File: src/rtl/pipeline_hazard_ctrl.sv
// Hazard sequencer for the 16-bit 5-stage pipeline: combinational PC/IF/ID/ID-EX controls
// from a RUN/DRAIN/HALTED state machine, plus saturating stall and flush counters.
module pipeline_hazard_ctrl #(
    parameter int REG_W        = 2,
    parameter int CNT_W        = 16,
    parameter int DRAIN_CYCLES = 3
) (
    input  logic             clk,
    input  logic             reset,
    input  logic [REG_W-1:0] id_rs,
    input  logic [REG_W-1:0] id_rt,
    input  logic             id_uses_rs,
    input  logic             id_uses_rt,
    input  logic             id_jump,
    input  logic             id_halt,
    input  logic             ex_mem_read,
    input  logic [REG_W-1:0] ex_rd,
    input  logic             ex_branch_taken,
    input  logic             imem_ready,
    output logic             pc_write_en,
    output logic             ifid_write_en,
    output logic             if_flush,
    output logic             idex_bubble,
    output logic             halted,
    output logic [CNT_W-1:0] stall_cycles,
    output logic [CNT_W-1:0] flush_count
);

    localparam int DW = $clog2(DRAIN_CYCLES + 1);
    localparam logic [DW-1:0]    DRAIN_INIT = DW'(DRAIN_CYCLES);
    localparam logic [DW-1:0]    DRAIN_LAST = DW'(1);
    localparam logic [CNT_W-1:0] CNT_ONE    = CNT_W'(1);
    localparam logic [CNT_W-1:0] CNT_MAX    = {CNT_W{1'b1}};

    typedef enum logic [1:0] {
        ST_RUN    = 2'd0,
        ST_DRAIN  = 2'd1,
        ST_HALTED = 2'd2
    } state_e;

    state_e           state_q, state_d;
    logic [DW-1:0]    drain_q, drain_d;
    logic [CNT_W-1:0] stall_q, stall_d;
    logic [CNT_W-1:0] flush_q, flush_d;
    logic             load_use_s;
    logic             inc_stall_s;
    logic             inc_flush_s;

    assign load_use_s = ex_mem_read &
                        ((id_uses_rs & (id_rs == ex_rd)) | (id_uses_rt & (id_rt == ex_rd)));

    // Next-state and pipeline control decode; reset forces the safe bubble pattern.
    always_comb begin
        state_d       = state_q;
        drain_d       = drain_q;
        pc_write_en   = 1'b1;
        ifid_write_en = 1'b1;
        if_flush      = 1'b0;
        idex_bubble   = 1'b0;
        inc_stall_s   = 1'b0;
        inc_flush_s   = 1'b0;
        if (reset) begin
            pc_write_en   = 1'b0;
            ifid_write_en = 1'b0;
            idex_bubble   = 1'b1;
            state_d       = ST_RUN;
            drain_d       = '0;
        end else begin
            case (state_q)
                ST_RUN: begin
                    if (ex_branch_taken) begin
                        if_flush    = 1'b1;
                        idex_bubble = 1'b1;
                        inc_flush_s = 1'b1;
                    end else if (id_halt) begin
                        // HLT itself moves on to EX; fetch freezes behind it
                        pc_write_en   = 1'b0;
                        ifid_write_en = 1'b0;
                        inc_stall_s   = 1'b1;
                        state_d       = ST_DRAIN;
                        drain_d       = DRAIN_INIT;
                    end else if (load_use_s) begin
                        pc_write_en   = 1'b0;
                        ifid_write_en = 1'b0;
                        idex_bubble   = 1'b1;
                        inc_stall_s   = 1'b1;
                    end else if (id_jump) begin
                        if_flush    = 1'b1;
                        inc_flush_s = 1'b1;
                    end else if (!imem_ready) begin
                        pc_write_en = 1'b0;
                        if_flush    = 1'b1;
                        inc_stall_s = 1'b1;
                    end else begin
                        state_d = ST_RUN;
                    end
                end
                ST_DRAIN: begin
                    if (ex_branch_taken) begin
                        if_flush    = 1'b1;
                        idex_bubble = 1'b1;
                        inc_flush_s = 1'b1;
                        state_d     = ST_RUN;
                        drain_d     = '0;
                    end else begin
                        pc_write_en   = 1'b0;
                        ifid_write_en = 1'b0;
                        idex_bubble   = 1'b1;
                        drain_d       = drain_q - DRAIN_LAST;
                        if (drain_q == DRAIN_LAST) begin
                            state_d = ST_HALTED;
                        end else begin
                            state_d = ST_DRAIN;
                        end
                    end
                end
                ST_HALTED: begin
                    pc_write_en   = 1'b0;
                    ifid_write_en = 1'b0;
                    idex_bubble   = 1'b1;
                end
                default: begin
                    pc_write_en   = 1'b0;
                    ifid_write_en = 1'b0;
                    idex_bubble   = 1'b1;
                    state_d       = ST_RUN;
                    drain_d       = '0;
                end
            endcase
        end
    end

    // Saturating performance counter next values.
    always_comb begin
        stall_d = stall_q;
        flush_d = flush_q;
        if (reset) begin
            stall_d = '0;
            flush_d = '0;
        end else begin
            if (inc_stall_s && (stall_q != CNT_MAX)) begin
                stall_d = stall_q + CNT_ONE;
            end else begin
                stall_d = stall_q;
            end
            if (inc_flush_s && (flush_q != CNT_MAX)) begin
                flush_d = flush_q + CNT_ONE;
            end else begin
                flush_d = flush_q;
            end
        end
    end

    // State, drain counter and performance counter registers.
    always_ff @(posedge clk) begin
        if (reset) begin
            state_q <= ST_RUN;
            drain_q <= '0;
            stall_q <= '0;
            flush_q <= '0;
        end else begin
            state_q <= state_d;
            drain_q <= drain_d;
            stall_q <= stall_d;
            flush_q <= flush_d;
        end
    end

    assign halted       = (state_q == ST_HALTED) & ~reset;
    assign stall_cycles = stall_q;
    assign flush_count  = flush_q;

endmodule

File: config.mk
export PLATFORM = sky130hd
export DESIGN_NAME = pipeline_hazard_ctrl
export DESIGN_NICKNAME = d
export VERILOG_FILES = /design/src/rtl/pipeline_hazard_ctrl.sv
export SDC_FILE = /design/constraint.sdc
export NUM_CORES = 1
export LEC_CHECK = 0
export BUFFER_PORTS_ARGS = -buffer_cell sky130_fd_sc_hd__buf_2
export CAP_MARGIN = 10
export CORE_ASPECT_RATIO = 0.75
export CORE_UTILIZATION = 52
export DETAILED_ROUTE_END_ITERATION = 10
export PLACE_DENSITY = 0.79
export SLEW_MARGIN = 5
export SYNTH_ARGS = -nofsm -noshare
export SYNTH_HDL_FRONTEND = slang
export SYNTH_SLANG_ARGS = --single-unit
File: constraint.sdc
create_clock -name clk -period 2.61 [get_ports clk]
set_input_delay 0.261 -clock clk [delete_from_list [all_inputs] [get_ports clk]]
set_output_delay 0.261 -clock clk [all_outputs]
set_load 0.01 [all_outputs]
==> flow_summary.html <==
<table>
<tr><th>Metric</th><th>Value</th></tr>
<tr><th colspan="2">GRT</th></tr>
<tr><td>Maximum number of pins on one net before global-route repair</td><td>33</td></tr>
<tr><td>Number of global-route vias before repair</td><td>1450</td></tr>
<tr><td>Global-route congestion overflow total</td><td>0</td></tr>
<tr><td>Number of antenna violations at the first check in global routing</td><td>0</td></tr>
<tr><td>Total track usage</td><td>0.233</td></tr>
<tr><td>Global-route wire length before repair</td><td>6.73 mm</td></tr>
<tr><th colspan="2">Power</th></tr>
<tr><td>Clock power share</td><td>0.448</td></tr>
<tr><td>Leakage</td><td>0.948 nW</td></tr>
<tr><td>PnR Total Power</td><td>0.00122 W</td></tr>
<tr><td>Internal power</td><td>0.000938 W</td></tr>
<tr><td>Switching power summed over all nets</td><td>0.000284 W</td></tr>
<tr><td>Worst vdd rail ir drop</td><td>329 uV</td></tr>
<tr><td>Switching part of the total</td><td>0.232</td></tr>
<tr><td>Sequential fraction of design power</td><td>0.465</td></tr>
<tr><td>Logic gate share of total power</td><td>0.087</td></tr>
<tr><td>Power density over the cells</td><td>536 nW/um2</td></tr>
<tr><th colspan="2">Logic synthesis</th></tr>
<tr><td>Number of unique standard cell types used by synthesis</td><td>37</td></tr>
<tr><td>EDFF count, synth</td><td>0</td></tr>
<tr><td>Net count after synthesis</td><td>247</td></tr>
<tr><td>Cell area after technology mapping</td><td>1870 um2</td></tr>
<tr><td>Yosys Warn Count</td><td>0</td></tr>
<tr><td>Mean instance size in the synthesized netlist</td><td>8.18 um2</td></tr>
<tr><td>Dominant cell type by area after synthesis</td><td>sky130_fd_sc_hd__dfxtp_1</td></tr>
<tr><td>Count of mapped cells out of synthesis</td><td>229</td></tr>
<tr><td>Sequential share of the synthesized area</td><td>0.385</td></tr>
<tr><td>Share of flip-flops with an asynchronous set or reset</td><td>0</td></tr>
<tr><td>Share of the synthesized area in the top cell type</td><td>0.385</td></tr>
<tr><td>Synth area leaders</td><td>sky130_fd_sc_hd__dfxtp_1 38%, sky130_fd_sc_hd__nor2_1 5.4%, sky130_fd_sc_hd__nand4_1 5.3%, sky130_fd_sc_hd__xor2_1 5.1%, sky130_fd_sc_hd__o21ai_0 5.1%</td></tr>
<tr><td>Most frequently used flop master after synthesis</td><td>sky130_fd_sc_hd__dfxtp_1</td></tr>
<tr><td>FF+latch count, synth</td><td>36</td></tr>
<tr><th colspan="2">Critical path</th></tr>
<tr><td>Family with the most delay on the worst path</td><td>simple AND/OR/NAND/NOR gates</td></tr>
<tr><td>Category of the worst setup path launch point</td><td>flip-flop</td></tr>
<tr><td>R2R setup slack</td><td>0.52 ns</td></tr>
<tr><td>Slowest stage delay, CP</td><td>0.41 ns</td></tr>
<tr><td>CP Data Arrival Time</td><td>2.26 ns</td></tr>
<tr><td>Cells on worst reg2reg path</td><td>7</td></tr>
<tr><td>Required time of the critical path</td><td>2.78 ns</td></tr>
<tr><td>Number of buffers and inverters on the critical path</td><td>0</td></tr>
<tr><td>CP Capture Type</td><td>flip-flop</td></tr>
<tr><td>Cell with the largest stage delay on the worst path</td><td>sky130_fd_sc_hd__dfxtp_1</td></tr>
<tr><td>Cell-by-cell listing of the critical path</td><td>ha_1, nand4_1, nor4_1, and4bb_4, nor2_4, mux2i_1, nor2_1</td></tr>
<tr><td>Number of cells on the critical path</td><td>7</td></tr>
<tr><td>Worst-path fanout max</td><td>16</td></tr>
<tr><td>Startpoint-to-endpoint class of the critical path</td><td>reg -&gt; reg</td></tr>
<tr><th colspan="2">Die</th></tr>
<tr><td>Die ar.</td><td>3850 um2</td></tr>
<tr><td>Placeable Area</td><td>3360 um2</td></tr>
<tr><td>Number of placement rows</td><td>18</td></tr>
<tr><td>Starting Density</td><td>0.558</td></tr>
<tr><td>I/O pins</td><td>52</td></tr>
<tr><td>Die H</td><td>54.0 um</td></tr>
<tr><td>Die boundary width</td><td>71.3 um</td></tr>
<tr><th colspan="2">Run status</th></tr>
<tr><td>Violated checks</td><td>design-rule violations</td></tr>
<tr><td>Status</td><td>finished with violations</td></tr>
<tr><th colspan="2">Placed design</th></tr>
<tr><td>Port Buffers</td><td>51</td></tr>
<tr><td>Pre-CTS worst setup slack</td><td>0.526 ns</td></tr>
<tr><td>Post-detailed-placement half-perimeter wirelength</td><td>3.17 mm</td></tr>
<tr><td>Routability congestion estimate from global placement</td><td>0.841</td></tr>
<tr><td>Post-place instance area</td><td>2150 um2</td></tr>
<tr><th colspan="2">CTS</th></tr>
<tr><td>Maximum level of the CTS H-tree</td><td>2</td></tr>
<tr><td>Cell chosen for the clock root</td><td>sky130_fd_sc_hd__clkbuf_8</td></tr>
<tr><td>Number of sinks on the clock net</td><td>36</td></tr>
<tr><td>Clock tree from TritonCTS</td><td>yes</td></tr>
<tr><td>Setup bufs post-CTS</td><td>0</td></tr>
<tr><td>Clock buffer depth</td><td>2</td></tr>
<tr><td>Number of CTS-inserted buffers</td><td>5</td></tr>
<tr><td>Post_cts resized</td><td>0</td></tr>
<tr><td>Clock latency reported for the late side of the worst-skew pair</td><td>0.29 ns</td></tr>
<tr><td>Number of hold-repair buffers added at the cts stage</td><td>0</td></tr>
<tr><td>Clock edge transition at the registers on the reported setup and hold paths</td><td>0.07 ns</td></tr>
<tr><th colspan="2">Route</th></tr>
<tr><td>Number of optimization iterations in the first detailed-route pass</td><td>7</td></tr>
<tr><td>Routed wire length</td><td>4.33 mm</td></tr>
<tr><td>Via count</td><td>1838</td></tr>
<tr><td>Drt drc</td><td>2</td></tr>
<tr><td>Average wire per standard cell</td><td>13.5 um</td></tr>
<tr><td>Vias per cell</td><td>5.71</td></tr>
<tr><td>1st-iter DRT viols</td><td>99</td></tr>
<tr><td>Final antenna-violating net count</td><td>0</td></tr>
<tr><th colspan="2">Layout</th></tr>
<tr><td>Synthesis-to-layout area growth</td><td>21.7%</td></tr>
<tr><td>Final-layout fill cell count</td><td>291</td></tr>
<tr><td>Proportion of layout cells with a drive suffix above 1</td><td>0.234</td></tr>
<tr><td>Core Util, Final</td><td>0.679</td></tr>
<tr><td>Commonest non-fill, non-tap cell in the layout</td><td>sky130_fd_sc_hd__buf_2</td></tr>
<tr><td>Total inserted antenna cells</td><td>0</td></tr>
<tr><td>Count of nets after finishing</td><td>299</td></tr>
<tr><td>Leading cell types in the layout, fill and taps excluded</td><td>51 x sky130_fd_sc_hd__buf_2, 36 x sky130_fd_sc_hd__dfxtp_1, 27 x sky130_fd_sc_hd__nor2_1</td></tr>
<tr><td>Post-route design area</td><td>2280 um2</td></tr>
<tr><th colspan="2">Hold path</th></tr>
<tr><td>Kind of path behind the tightest hold check</td><td>in -&gt; reg</td></tr>
<tr><td>Cells on Worst Hold Path</td><td>4</td></tr>
<tr><th colspan="2">STA</th></tr>
<tr><td>Final count of pins violating max slew</td><td>0</td></tr>
<tr><td>Worst setup skew after layout</td><td>0.00623 ns</td></tr>
<tr><td>Slew Limit Headroom</td><td>0.623</td></tr>
<tr><td>RSZ-0062 raised after global routing</td><td>false</td></tr>
<tr><td>Highest clock frequency the design can meet</td><td>479 MHz</td></tr>
<tr><td>Minimum setup slack in the final design</td><td>0.524 ns</td></tr>
<tr><td>Final clock period utilization by the worst path</td><td>0.799</td></tr>
<tr><td>Tightest Pin Transition</td><td>0.561 ns</td></tr>
<tr><td>Setup tns final</td><td>0 ns</td></tr>
<tr><td>Setup Viol. Count Final</td><td>0</td></tr>
<tr><td>Final number of hold-violating endpoints</td><td>0</td></tr>
<tr><td>Tmin final</td><td>2.09 ns</td></tr>
<tr><th colspan="2">Run</th></tr>
<tr><td>Number of max-capacitance violations reported</td><td>0</td></tr>
</table>
-- power groups by stage --
stage                     Clock, W  Combinational, W  Sequential [W]
after floorplan                  0         0.0000680        0.000580
after global placement           0          0.000104        0.000580
after detailed placement         0          0.000105        0.000581
after CTS                 0.000554          0.000106        0.000568
after global routing      0.000573          0.000116        0.000569
final                     0.000547          0.000106        0.000568
-- Yosys cell counts, types with 5 or more instances --
| cell type | n |
|---|---|
| sky130_fd_sc_hd__nand4_1 | 16 |
| sky130_fd_sc_hd__nor2_1 | 27 |
| sky130_fd_sc_hd__nand2_1 | 13 |
| sky130_fd_sc_hd__o21ai_0 | 19 |
| sky130_fd_sc_hd__xnor2_1 | 5 |
| sky130_fd_sc_hd__inv_1 | 6 |
| sky130_fd_sc_hd__dfxtp_1 | 36 |
| sky130_fd_sc_hd__or3_1 | 11 |
| sky130_fd_sc_hd__nand3_1 | 17 |
| sky130_fd_sc_hd__and3_1 | 5 |
| sky130_fd_sc_hd__xor2_1 | 11 |
| sky130_fd_sc_hd__a21oi_1 | 16 |
| sky130_fd_sc_hd__clkbuf_1 | 5 |
-- final timing paths --
path,startpoint,endpoint
setup / recovery,flush_count[0],flush_count[1]
hold / removal,ex_branch_taken,state_q[1]
setup reg to reg,flush_count[0],flush_count[1]
hold reg to reg,flush_count[9],flush_count[9]
-- through the flow --
| step | hold WS [ns] | cells |
|---|---|---|
| after floorplan | 0.489 | 229 |
| after global placement | 0.488 | 314 |
| after detailed placement | 0.496 | 314 |
| after CTS | 0.348 | 322 |
| after global routing | 0.387 | 322 |
| final | 0.348 | 322 |
-- area by class of cell --
| type | instances | area, um2 | share of cell area |
|---|---|---|---|
| multi-input combinational | 179 | 1090 | 0.478 |
| sequential | 36 | 721 | 0.316 |
| timing repair buffer | 53 | 270 | 0.119 |
| clock buffer | 7 | 96.3 | 0.0423 |
| tap | 40 | 50.0 | 0.0220 |
| clock inverter | 1 | 30.0 | 0.0132 |
| inverter | 6 | 22.5 | 0.00988 |
-- sequential cells by signal, indices dropped and copies added (netlist names) --
| register | count |
|---|---|
| drain_q | 2 |
| stall_cycles | 16 |
| state_q | 2 |
| flush_count | 16 |
-- worst reg2reg max path: cells and delay by family (launching register included) --
kind / cells / cell delay (ns)
fa+ha+maj: 1 / 0.21
flops: 1 / 0.41
mux: 1 / 0.22
simple gates: 5 / 1.14
-- layer usage --
layer / vias up / routed length (um) / track usage
met4: 0 / 60 / 0.0900
met5: - / 0 / 0
met2: 59 / 1840 / 0.354
li1: 941 / - / -
met1: 831 / 2200 / 0.323
met3: 7 / 237 / 0.0524
-- cells by family after synthesis --
group | Yosys count | share of synthesized area
compound gates | 44 | 0.134
buf+inv | 14 | 0.0334
xor+xnor | 16 | 0.0748
flops | 36 | 0.385
mux | 4 | 0.0220
fa+ha+maj | 3 | 0.0200
simple gates | 112 | 0.331
No activity file was read; power rests on OpenSTA's default activity.
